## config.mk

```make
export PLATFORM = sky130hd
export DESIGN_NAME = if_id_skid
export DESIGN_NICKNAME = d
export VERILOG_FILES = /design/src/rtl/if_id_skid.sv
export SDC_FILE = /design/constraint.sdc
export NUM_CORES = 1
export LEC_CHECK = 0
export BUFFER_PORTS_ARGS = -buffer_cell sky130_fd_sc_hd__buf_4
export CAP_MARGIN = 0
export CORE_AREA = 2 2 112 114
export CTS_BUF_LIST = sky130_fd_sc_hd__clkbuf_16
export DETAILED_ROUTE_END_ITERATION = 8
export DIE_AREA = 0 0 114 116
export GPL_ROUTABILITY_DRIVEN = 0
export PLACE_DENSITY = 0.79
export SLEW_MARGIN = 10
export SYNTH_ARGS = -nofsm -noshare
export SYNTH_HDL_FRONTEND = slang
export SYNTH_SLANG_ARGS = --single-unit
```

## constraint.sdc

```tcl
create_clock -name clk -period 2.1 [get_ports clk]
set_input_delay 0.42 -clock clk [delete_from_list [all_inputs] [get_ports clk]]
set_output_delay 0.42 -clock clk [all_outputs]
set_load 0.005 [all_outputs]
```

## src/rtl/if_id_skid.sv

```systemverilog
`default_nettype none
// ============================================================================
//  Module      : if_id_skid
//  Description : IF->ID pipeline register with valid/ready handshake, a
//                two-entry skid buffer and flush-to-bubble.
//  Revision    : 1.0  initial release
// ============================================================================
module if_id_skid #(
    parameter int                ADDR_W   = 32,
    parameter int                INST_W   = 32,
    parameter logic [INST_W-1:0] NOP_INST = {INST_W{1'b0}}
) (
    input  logic              clk,
    input  logic              rst,
    input  logic              flush,
    input  logic              if_valid,
    output logic              if_ready,
    input  logic [ADDR_W-1:0] if_pc,
    input  logic [INST_W-1:0] if_inst,
    output logic              id_valid,
    input  logic              id_ready,
    output logic [ADDR_W-1:0] id_pc,
    output logic [INST_W-1:0] id_inst,
    output logic [1:0]        occ
);

    localparam logic [1:0] C_EMPTY = 2'd0;
    localparam logic [1:0] C_ONE   = 2'd1;
    localparam logic [1:0] C_TWO   = 2'd2;

    logic [1:0]        state_q,     state_d;
    logic [ADDR_W-1:0] main_pc_q,   main_pc_d;
    logic [INST_W-1:0] main_inst_q, main_inst_d;
    logic [ADDR_W-1:0] skid_pc_q,   skid_pc_d;
    logic [INST_W-1:0] skid_inst_q, skid_inst_d;

    logic w_in_fire;
    logic w_out_fire;

    // State and storage registers
    always_ff @(posedge clk) begin
        if (rst) begin
            state_q     <= C_EMPTY;
            main_pc_q   <= '0;
            main_inst_q <= NOP_INST;
            skid_pc_q   <= '0;
            skid_inst_q <= NOP_INST;
        end else begin
            state_q     <= state_d;
            main_pc_q   <= main_pc_d;
            main_inst_q <= main_inst_d;
            skid_pc_q   <= skid_pc_d;
            skid_inst_q <= skid_inst_d;
        end
    end

    assign w_in_fire  = if_valid & if_ready;
    assign w_out_fire = id_valid & id_ready;

    // Next state; main is forced to the bubble whenever the stage empties so
    // id_pc/id_inst can come straight from the flops.
    always_comb begin
        state_d     = state_q;
        main_pc_d   = main_pc_q;
        main_inst_d = main_inst_q;
        skid_pc_d   = skid_pc_q;
        skid_inst_d = skid_inst_q;
        if (flush) begin
            state_d     = C_EMPTY;
            main_pc_d   = '0;
            main_inst_d = NOP_INST;
            skid_pc_d   = '0;
            skid_inst_d = NOP_INST;
        end else begin
            case (state_q)
                C_EMPTY: begin
                    if (w_in_fire) begin
                        state_d     = C_ONE;
                        main_pc_d   = if_pc;
                        main_inst_d = if_inst;
                    end
                end
                C_ONE: begin
                    if (w_in_fire && w_out_fire) begin
                        main_pc_d   = if_pc;
                        main_inst_d = if_inst;
                    end else if (w_in_fire) begin
                        state_d     = C_TWO;
                        skid_pc_d   = if_pc;
                        skid_inst_d = if_inst;
                    end else if (w_out_fire) begin
                        state_d     = C_EMPTY;
                        main_pc_d   = '0;
                        main_inst_d = NOP_INST;
                    end
                end
                C_TWO: begin
                    if (w_out_fire) begin
                        state_d     = C_ONE;
                        main_pc_d   = skid_pc_q;
                        main_inst_d = skid_inst_q;
                        skid_pc_d   = '0;
                        skid_inst_d = NOP_INST;
                    end
                end
                default: begin
                    state_d     = C_EMPTY;
                    main_pc_d   = '0;
                    main_inst_d = NOP_INST;
                    skid_pc_d   = '0;
                    skid_inst_d = NOP_INST;
                end
            endcase
        end
    end

    // Outputs depend only on registered state and rst
    always_comb begin
        if_ready = (state_q != C_TWO) & ~rst;
        id_valid = (state_q != C_EMPTY);
        id_pc    = main_pc_q;
        id_inst  = main_inst_q;
        occ      = state_q;
    end

endmodule
`default_nettype wire

```

==> insert_results.sql, run 1 <==
INSERT INTO impl_metrics (metric_group, metric, value, unit) VALUES
('floorplanning', 'ios', '137', ''),
('power', 'power.density_cell_area', '741', 'mW/mm^2'),
('timing', 'slew_headroom', '62.1', '%'),
('timing', 'finalCritPeriodShare', '90.7', '%'),
('clocking', 'clock-root-buffer', 'sky130_fd_sc_hd__clkbuf_16', ''),
('route', 'detail_route.wirelength', '16100', 'microns'),
('clocking', 'post_cts_setup_buffer_count', '0', ''),
('run_status', 'run_status', 'finished, final reports clean', ''),
('power', 'vdd.ir_drop.worst', '0.716', 'mV'),
('clocking', 'cts.hold.buffers_added', '0', ''),
('global_routing', 'grt_pass1_vias', '5314', ''),
('worst_setup_path', 'worstPathRequired', '1.68', 'ns'),
('worst_setup_path', 'rrSetupSlack', '0.35', 'ns'),
('finish', 'final_layout_size_suffix_gt1_share', '25.9', '%'),
('floorplanning', 'die_x', '114', 'microns'),
('floorplanning', 'die-height', '116', 'microns'),
('timing', 'fin_crit', '1.91', 'ns'),
('min_path', 'hold_crit_endpoint', 'occ[1]', ''),
('worst_setup_path', 'arrival', '1.49', 'ns'),
('synth', 'synth_area_leader_cell', 'sky130_fd_sc_hd__dfxtp_1', ''),
('clocking', 'tritoncts', 'built', ''),
('global_routing', 'antenna_found_initial', '0', ''),
('power', 'static-leakage-power', '0.00295', 'uW'),
('min_path', 'hold-path-cell-count', '2', ''),
('floorplanning', 'initial_utilization', '54.0', '%'),
('worst_setup_path', 'crit_path_end_kind', 'output port', ''),
('synth', 'unique_masters_post_synth', '24', ''),
('worst_setup_path', 'rr_worst_depth', '6', ''),
('worst_setup_path', 'path_max_fanout', '36', ''),
('route', 'post_drt_wl_per_cell', '17.2', 'microns'),
('synth', 'synthFlopType', 'sky130_fd_sc_hd__dfxtp_1', ''),
('floorplanning', 'core.rowCount', '40', ''),
('finish', 'antenna_cells', '0', ''),
('timing', 'clock-skew-final', '0.00489', 'ns'),
('clocking', 'clock_sink_count', '130', ''),
('power', 'design_power_total', '5960', 'uW'),
('timing', 'fmax', '0.525', 'GHz'),
('finish', 'multiInputGateArea', '0.00348', 'sq mm'),
('timing', 'timing.final.max_slew_violations', '0', ''),
('synth', 'synth_nets', '736', ''),
('finish', 'sequential_standard_cell_area', '0.00261', 'sq mm'),
('clocking', 'cts.clk_slew.worst_paths', '0.05', 'ns'),
('min_path', 'min-delay-start', 'id_ready', ''),
('place', 'hpwl', '10100', 'microns'),
('worst_setup_path', 'worstSetupPathType', 'flip-flop to output port', ''),
('synth', 'sequential_element_share_of_the_synthesized_area', '40.5', '%'),
('synth', 'postSynthRegisterBits', '130', ''),
('finish', 'final_net_count', '841', ''),
('synth', 'yosys.area.top_type_share', '40.5', '%'),
('synth', 'synthArstFlopShare', '0', '%'),
('synth', 'number_of_standard_cells_after_synthesis', '667', ''),
('route', 'drc', '0', ''),
('route', 'avgViaCountPerCell', '5.82', ''),
('worst_setup_path', 'timing.rr.end', 'id_pc[23]', ''),
('synth', 'synth-warning-count', '0', ''),
('route', 'drt.antenna.violating_nets', '0', ''),
('timing', 'setup_viols_final', '0', ''),
('floorplanning', 'core_area', '0.0119', 'sq mm'),
('synth', 'synth.area.top_cells', 'sky130_fd_sc_hd__dfxtp_1, sky130_fd_sc_hd__mux2i_1, sky130_fd_sc_hd__o2bb2ai_1, sky130_fd_sc_hd__nor2_1, sky130_fd_sc_hd__and2_1', ''),
('floorplanning', 'design.die.area', '0.0132', 'sq mm'),
('job', 'drv_cap', '0', ''),
('synth', 'syn-mean-instance-area', '9.64', 'sq um'),
('clocking', 'cts_inserted_buffers', '17', ''),
('worst_setup_path', 'crit_path_start_kind', 'flip-flop', ''),
('clocking', 'htree_num_levels', '4', ''),
('finish', 'nFillCells', '944', ''),
('clocking', 'insertion_delay', '0.41', 'ns'),
('timing', 'worst-slew-pin-transition', '0.568', 'ns'),
('global_routing', 'grt_pass1_wl', '25600', 'microns'),
('global_routing', 'grt-ovfl-total', '0', ''),
('route', 'drt-initial-drc-count', '359', '');
==> report_power, final <==
part           switching (uW)  leakage (uW)  internal (uW)
Clock                    1010      0.000276           1690
Combinational             394       0.00162            341
Sequential               27.0       0.00105           2510
Total                    1430       0.00295           4540
==> layout make-up <==
type | count | area share [%]
sequential | 130 | 32.4
multi-input combinational | 470 | 43.2
tap | 147 | 2.28
clock buffer | 17 | 5.28
timing repair buffer | 153 | 15.5
clock inverter | 14 | 1.34
==> per-layer routing <==
metal	vias up	wire length (microns)	GRT usage, %
met5	-	0	0
met4	0	168	7.32
met3	15	939	6.59
met2	157	7870	41.4
met1	2653	7080	30.4
li1	2597	-	-
==> cell families after synthesis <==
logic type	Yosys count	share of synthesized area, %
and+or+nand+nor	206	15.2
DFF	130	40.5
AOI/OAI and AO/OA	135	18.5
buffers and inverters	67	5.70
muxes	129	20.1
==> synth_stat cells, drive strengths merged (2+ instances only) <==
cell and n:
nor3b 2, o22a 2, nor2 131, buf 37, o2bb2ai 64, dfxtp 130
a21oi 3, clkbuf 30, mux2i 129, a22oi 64, or2 2, nor2b 2
and2 64
==> state kept, by name, summed over array words and instances (netlist names) <==
signal and cells:
skid_inst_q 32, id_pc 32, id_inst 32, occ 2, skid_pc_q 32
==> how the worst max path moves through the flow <==
stage | start | end | slack (ns) | cells after the start
4_1_cts | occ[1] | id_valid | 0.17 | 3
6_report | occ[1] | id_valid | 0.19 | 3
3_3_place_gp | rst | id_pc[23] | 0.31 | 6
2_1_floorplan | occ[0] | id_valid | 0.43 | 4
3_5_place_dp | rst | id_pc[23] | 0.24 | 6
5_1_grt | occ[0] | if_ready | 0.11 | 4
==> per-stage QoR <==
stage          std cells  hold WS, ns  instance area, sq um  setup WS (ns)
3_5_place_dp         900        0.484                  7520          0.235
4_1_cts              931        0.252                  8050          0.171
5_1_grt              931        0.257                  8050          0.113
2_1_floorplan        667        0.460                  6430          0.429
6_report             931        0.269                  8050          0.194
3_3_place_gp         900        0.472                  7520          0.313
==> worst max-delay path, cell delays in order, from the launching register on <==
cell and delay, ns:
sky130_fd_sc_hd__dfxtp_4 0.40, sky130_fd_sc_hd__buf_12 0.20, sky130_fd_sc_hd__or2_2 0.32, sky130_fd_sc_hd__buf_4 0.14
==> cells in the final DEF (no fill, tap or decap), types with 2 or more instances in the layout <==
master,instances
sky130_fd_sc_hd__nor2_1,131
sky130_fd_sc_hd__a22oi_1,44
sky130_fd_sc_hd__bufinv_16,2
sky130_fd_sc_hd__o2bb2ai_1,64
sky130_fd_sc_hd__a21oi_1,3
sky130_fd_sc_hd__a22oi_2,20
sky130_fd_sc_hd__buf_12,8
sky130_fd_sc_hd__inv_1,4
sky130_fd_sc_hd__buf_4,145
sky130_fd_sc_hd__and2_1,64
sky130_fd_sc_hd__clkinv_2,2
sky130_fd_sc_hd__mux2i_1,129
sky130_fd_sc_hd__clkbuf_16,17
sky130_fd_sc_hd__dfxtp_1,128
sky130_fd_sc_hd__clkinv_1,6
sky130_fd_sc_hd__nor3b_1,2
Power figures use the tool's default switching activity.
==> run 2: changes to the inputs <==
- REMOVE_ABC_BUFFERS: default -> 1
==> run 2 against run 1 <==
Against the previous run:
- sequential share of layout area down 0.16 points
- register-to-register slack better by 0.04 ns
- critical path depth unchanged
- wire length down 2.2%
- die area unchanged
- highest routed layer unchanged
- clock skew up 0.0016 ns
- first-iteration DRC count down 3.6%
- via count down 2.2%
- largest power group unchanged
- cell count up 0.21%
- combinational power down 0.7%
==> insert_results.sql, run 2 (same netlist as run 1, synthesis figures left out) <==
INSERT INTO impl_metrics (metric_group, metric, value, unit) VALUES
('run_status', 'run_status', 'finished, final reports clean', ''),
('floorplanning', 'initial_utilization', '54.0', '%'),
('worst_setup_path', 'worstSetupPathType', 'flip-flop to output port', ''),
('timing', 'timing.final.max_slew_violations', '0', ''),
('worst_setup_path', 'rr_worst_depth', '5', ''),
('worst_setup_path', 'worstPathRequired', '1.68', 'ns'),
('global_routing', 'gr-usage-all-layers', '24.1', '%'),
('clocking', 'post_cts_setup_buffer_count', '0', ''),
('finish', 'final_net_count', '844', ''),
('min_path', 'hold_crit_endpoint', 'occ[1]', ''),
('clocking', 'htree_num_levels', '4', ''),
('route', 'first_pass_iters', '5', ''),
('worst_setup_path', 'timing.rr.end', 'id_inst[13]', ''),
('clocking', 'cts_inserted_buffers', '17', ''),
('clocking', 'cts.hold.buffers_added', '0', ''),
('timing', 'worst-slew-pin-transition', '0.566', 'ns'),
('floorplanning', 'die-height', '116', 'microns'),
('global_routing', 'grt-ovfl-total', '0', ''),
('min_path', 'min-delay-start', 'id_ready', ''),
('worst_setup_path', 'path_max_fanout', '33', ''),
('floorplanning', 'core.rowCount', '40', ''),
('power', 'vdd.ir_drop.worst', '0.460', 'mV'),
('global_routing', 'largest_net_degree_at_the_start_of_global_routing', '66', ''),
('timing', 'timing.final.hold_violations', '0', ''),
('floorplanning', 'design.die.area', '0.0132', 'sq mm'),
('timing', 'fmax', '0.513', 'GHz'),
('finish', 'flow.area_growth_from_synthesis', '25.9', '%'),
('finish', 'layout_commonest_cell', 'sky130_fd_sc_hd__buf_4', ''),
('clocking', 'cts.repair.resized', '0', ''),
('clocking', 'cts.clk_slew.worst_paths', '0.06', 'ns'),
('timing', 'rsz0062_at_grt', 'false', ''),
('global_routing', 'antenna_found_initial', '0', ''),
('clocking', 'clock-root-buffer', 'sky130_fd_sc_hd__clkbuf_16', ''),
('min_path', 'hold-path-cell-count', '2', ''),
('finish', 'final_layout_size_suffix_gt1_share', '26.3', '%'),
('global_routing', 'grt_pass1_wl', '25300', 'microns'),
('timing', 'timing.hold.ws', '0.265', 'ns'),
('worst_setup_path', 'worstReg2RegStart', 'occ[0]', ''),
('timing', 'clock-skew-final', '0.00653', 'ns'),
('clocking', 'cts-root-to-sink-buffers', '2', ''),
('route', 'route.vias.total', '5303', ''),
('min_path', 'worstHoldPathType', 'primary input to flip-flop', ''),
('global_routing', 'grt_pass1_vias', '5284', ''),
('finish', 'antenna_cells', '0', ''),
('timing', 'worst_slack', '0.152', 'ns'),
('timing', 'finalCritPeriodShare', '92.8', '%'),
('timing', 'fin_crit', '1.95', 'ns'),
('timing', 'slew_headroom', '62.3', '%'),
('clocking', 'clock_sink_count', '130', ''),
('worst_setup_path', 'crit_path_end_kind', 'output port', ''),
('job', 'drv_cap', '0', ''),
('floorplanning', 'die_x', '114', 'microns'),
('place', 'placement.io_buffers', '136', ''),
('worst_setup_path', 'arrival', '1.53', 'ns'),
('route', 'drt-initial-drc-count', '346', ''),
('power', 'static-leakage-power', '0.00298', 'uW'),
('route', 'drt.antenna.violating_nets', '0', ''),
('power', 'design_power_total', '6040', 'uW'),
('floorplanning', 'ios', '137', ''),
('timing', 'setup_viols_final', '0', ''),
('route', 'detail_route.wirelength', '15700', 'microns'),
('place', 'hpwl', '10000', 'microns'),
('clocking', 'tritoncts', 'built', ''),
('worst_setup_path', 'crit_path_start_kind', 'flip-flop', ''),
('route', 'avgViaCountPerCell', '5.68', ''),
('route', 'drc', '0', ''),
('finish', 'nFillCells', '944', ''),
('place', 'pre_cts_setup_slack', '0.251', 'ns'),
('floorplanning', 'core_area', '0.0119', 'sq mm'),
('route', 'post_drt_wl_per_cell', '16.8', 'microns'),
('finish', 'commonest_cells_after_routing_fill_and_taps_aside', 'sky130_fd_sc_hd__buf_4, sky130_fd_sc_hd__nor2_1, sky130_fd_sc_hd__mux2i_1, sky130_fd_sc_hd__dfxtp_1', ''),
('clocking', 'insertion_delay', '0.42', 'ns'),
('power', 'power.density_cell_area', '747', 'mW/mm^2'),
('worst_setup_path', 'rrSetupSlack', '0.39', 'ns');
[run 2: power by group]
group          switching, uW  total, uW  internal [uW]
sequential              26.5       2530           2510
clock                   1020       2780           1760
combinational            390        731            341
[run 2: worst max-delay path, cell delays in order, from the launching register on]
cell and delay, ns:
sky130_fd_sc_hd__dfxtp_2 0.42, sky130_fd_sc_hd__buf_4 0.39, sky130_fd_sc_hd__or2_2 0.18, sky130_fd_sc_hd__buf_4 0.10
[run 2: area by class of cell]
class / count / area, sq um / area share (%)
Clock inverter: 12 / 100 / 1.24
Tap cell: 147 / 184 / 2.27
Sequential cell: 130 / 2610 / 32.2
Timing Repair Buffer: 156 / 1270 / 15.7
Multi-Input combinational cell: 470 / 3480 / 43.0
Clock buffer: 18 / 450 / 5.57
[run 2: worst max path at each step]
stage,from,end
floorplan,occ[1],id_inst[0]
global placement,rst,id_inst[5]
detailed placement,rst,id_inst[13]
CTS,occ[0],id_valid
global route,occ[0],id_valid
finish,occ[0],id_valid
[run 2: metrics by stage]
stage	TNS (ns)	instances	util, %	area (sq um)
after floorplan	-429.53	600	-	6060
after global placement	0	903	63.3	7540
after detailed placement	0	903	63.3	7540
after CTS	0	933	67.9	8090
after global routing	0	933	67.9	8090
final	0	933	67.9	8090
[run 2: routing by layer]
metal	track usage, %	share of wire, %
met1	29.3	44
met4	9.67	1.3
met3	5.39	5.3
met5	0	0
met2	41.7	49
==> run 3: changes to the inputs <==
- ABC_AREA: default -> 1
- CELL_PAD_IN_SITES_DETAIL_PLACEMENT: default -> 2
- CELL_PAD_IN_SITES_GLOBAL_PLACEMENT: default -> 2
- CORE_AREA: 2 2 112 114 -> 2 2 156 158
- DIE_AREA: 0 0 114 116 -> 0 0 158 160
- PLACE_DENSITY: 0.79 -> 0.78
==> run 3 against run 2 <==
Against the previous run:
- via count grew 31%
- total power rose by 1.2%
- maximum frequency is 1.7% higher
- sequential share of layout area down 1.4 points
- synthesized area increased by 1.5%
- utilization down 32 points
- largest cell class unchanged
==> insert_results.sql, run 3 <==
INSERT INTO impl_metrics (metric_group, metric, value, unit) VALUES
('power', 'design_power_total', '6120', 'uW'),
('worst_setup_path', 'crit_path_end_kind', 'output port', ''),
('floorplanning', 'core.rowCount', '57', ''),
('timing', 'timing.final.hold_violations', '0', ''),
('global_routing', 'antenna_found_initial', '0', ''),
('timing', 'rsz0062_at_grt', 'false', ''),
('power', 'power.density_cell_area', '723', 'mW/mm^2'),
('route', 'detail_route.wirelength', '23000', 'microns'),
('clocking', 'clock-root-buffer', 'sky130_fd_sc_hd__clkbuf_16', ''),
('synth', 'synth-warning-count', '0', ''),
('synth', 'number_of_standard_cells_after_synthesis', '1058', ''),
('clocking', 'cts.clk_slew.worst_paths', '0.05', 'ns'),
('finish', 'final_net_count', '1236', ''),
('synth', 'ys_top_cells_by_count', 'sky130_fd_sc_hd__nand2_1, sky130_fd_sc_hd__inv_1, sky130_fd_sc_hd__a21oi_1', ''),
('clocking', 'post_cts_setup_buffer_count', '0', ''),
('power', 'static-leakage-power', '0.00384', 'uW'),
('worst_setup_path', 'worstPathRequired', '1.68', 'ns'),
('route', 'drt.antenna.violating_nets', '0', ''),
('global_routing', 'gr-usage-all-layers', '19.0', '%'),
('place', 'dpl_cell_area', '0.00789', 'sq mm'),
('synth', 'yosysMostFrequentCell', 'sky130_fd_sc_hd__nand2_1', ''),
('finish', 'fin_area', '0.00845', 'sq mm'),
('synth', 'synth.area.top_cells', 'sky130_fd_sc_hd__dfxtp_1, sky130_fd_sc_hd__nand2_1, sky130_fd_sc_hd__a21oi_1, sky130_fd_sc_hd__inv_1, sky130_fd_sc_hd__o21ai_0', ''),
('route', 'first_pass_iters', '5', ''),
('synth', 'synthArstFlopShare', '0', '%'),
('finish', 'final-instance-count-excl-fill', '1501', ''),
('min_path', 'worstHoldPathType', 'primary input to flip-flop', ''),
('synth', 'unique_masters_post_synth', '19', ''),
('floorplanning', 'initial_utilization', '27.4', '%'),
('timing', 'fin_crit', '1.92', 'ns'),
('global_routing', 'grt-ovfl-total', '0', ''),
('clocking', 'tritoncts', 'built', ''),
('global_routing', 'largest_net_degree_at_the_start_of_global_routing', '96', ''),
('clocking', 'clock_sink_count', '130', ''),
('floorplanning', 'die-height', '160', 'microns'),
('place', 'placement.io_buffers', '136', ''),
('timing', 'fmax', '0.522', 'GHz'),
('worst_setup_path', 'worstSetupStartpoint', 'occ[0]', ''),
('global_routing', 'grt_pass1_vias', '7529', ''),
('timing', 'slew_headroom', '70.0', '%'),
('finish', 'flow.area_growth_from_synthesis', '29.6', '%'),
('route', 'route.vias.total', '6929', ''),
('floorplanning', 'core_area', '0.0238', 'sq mm'),
('worst_setup_path', 'worstSetupPathType', 'flip-flop to output port', ''),
('timing', 'setup_viols_final', '0', ''),
('clocking', 'insertion_delay', '0.43', 'ns'),
('synth', 'synth.cell_area', '0.00652', 'sq mm'),
('run_status', 'run_status', 'finished, final reports clean', ''),
('power', 'vdd.ir_drop.worst', '0.564', 'mV'),
('timing', 'clock-skew-final', '0.00665', 'ns'),
('finish', 'final_layout_size_suffix_gt1_share', '16.7', '%'),
('route', 'drt-initial-drc-count', '183', ''),
('worst_setup_path', 'crit_path_start_kind', 'flip-flop', ''),
('finish', 'antenna_cells', '0', ''),
('place', 'hpwl', '14800', 'microns'),
('route', 'avgViaCountPerCell', '4.62', ''),
('synth', 'synth_area_leader_cell', 'sky130_fd_sc_hd__dfxtp_1', ''),
('worst_setup_path', 'worstReg2RegStart', 'occ[0]', ''),
('floorplanning', 'design.die.area', '0.0253', 'sq mm'),
('route', 'drc', '0', ''),
('timing', 'timing.final.max_slew_violations', '0', ''),
('clocking', 'cts-root-to-sink-buffers', '2', ''),
('worst_setup_path', 'arrival', '1.50', 'ns'),
('place', 'dp_cells', '1472', ''),
('timing', 'fin_setup_tns', '0', 'ns'),
('job', 'drv_cap', '0', ''),
('floorplanning', 'die_x', '158', 'microns'),
('timing', 'finalCritPeriodShare', '91.2', '%'),
('synth', 'syn-mean-instance-area', '6.16', 'sq um'),
('min_path', 'min-delay-start', 'id_ready', ''),
('global_routing', 'grt_pass1_wl', '38200', 'microns'),
('synth', 'postSynthRegisterBits', '130', ''),
('clocking', 'cts_inserted_buffers', '17', ''),
('finish', 'layout_commonest_cell', 'sky130_fd_sc_hd__nand2_1', ''),
('synth', 'sequential_element_share_of_the_synthesized_area', '39.9', '%'),
('worst_setup_path', 'path_max_fanout', '32', ''),
('finish', 'commonest_cells_after_routing_fill_and_taps_aside', 'sky130_fd_sc_hd__nand2_1, sky130_fd_sc_hd__inv_1, sky130_fd_sc_hd__buf_4, sky130_fd_sc_hd__a21oi_1, sky130_fd_sc_hd__dfxtp_1', ''),
('synth', 'synthFlopType', 'sky130_fd_sc_hd__dfxtp_1', ''),
('synth', 'yosys.area.top_type_share', '39.9', '%'),
('route', 'post_drt_wl_per_cell', '15.4', 'microns'),
('clocking', 'htree_num_levels', '4', ''),
('floorplanning', 'ios', '137', ''),
('synth', 'synth-edff-count', '0', ''),
('timing', 'worst-slew-pin-transition', '0.450', 'ns');
[run 3: critical path: stages, from the launching register on]
cell and delay, ns:
sky130_fd_sc_hd__dfxtp_2 0.40, sky130_fd_sc_hd__inv_2 0.13, sky130_fd_sc_hd__nand2_2 0.12, sky130_fd_sc_hd__buf_6 0.25, sky130_fd_sc_hd__buf_4 0.16
[run 3: cell families after synthesis]
family / after synthesis / share of synthesized area [%]
AOI/OAI and AO/OA: 230 / 17.7
buffers and inverters: 235 / 14.8
DFF: 130 / 39.9
and+or+nand+nor: 463 / 27.7
[run 3: worst paths after layout]
kind	cells after the start	endpoint	slack, ns
hold reg to reg	2	skid_inst_q[19]	0.45
setup reg to reg	8	skid_inst_q[27]	0.31
setup / recovery	4	id_valid	0.18
hold / removal	4	occ[1]	0.33
[run 3: layer usage]
layer / vias to the layer above / share of wire, % / track usage [%]
li1: 3454 / - / -
met1: 3354 / 45 / 23.4
met2: 95 / 50 / 33.6
met3: 26 / 2.5 / 2.74
met4: 0 / 2.0 / 6.76
met5: - / 0 / 0
[run 3: area by class of cell]
type	instances	area [sq um]
Clock buffer	17	425
Fill cell	2987	15400
Clock inverter	12	128
Multi-Input combinational cell	693	2970
Tap cell	324	405
Sequential cell	130	2610
Timing Repair Buffer	157	1280
Inverter	168	632
[run 3: per-stage QoR]
step,hold slack [ns],utilization (%),worst slack (ns)
floorplan,0.427,-,-1.60
global placement,0.434,33.1,0.364
detailed placement,0.442,33.1,0.226
CTS,0.321,35.5,0.00170
global route,0.383,35.5,0.0732
finish,0.332,35.5,0.184
[run 3: what timing repair did]
item	4_1_cts	5_1_grt
hold buffers	0	0
pin swaps	0	0
resized for setup	1	2
setup endpoints to repair	1	1
[run 3: report_power, final]
group	total [uW]	internal, uW	switching, uW
registers	2530	2510	23.3
clock network	2910	1810	1100
logic	670	272	398
total	6120	4590	1520
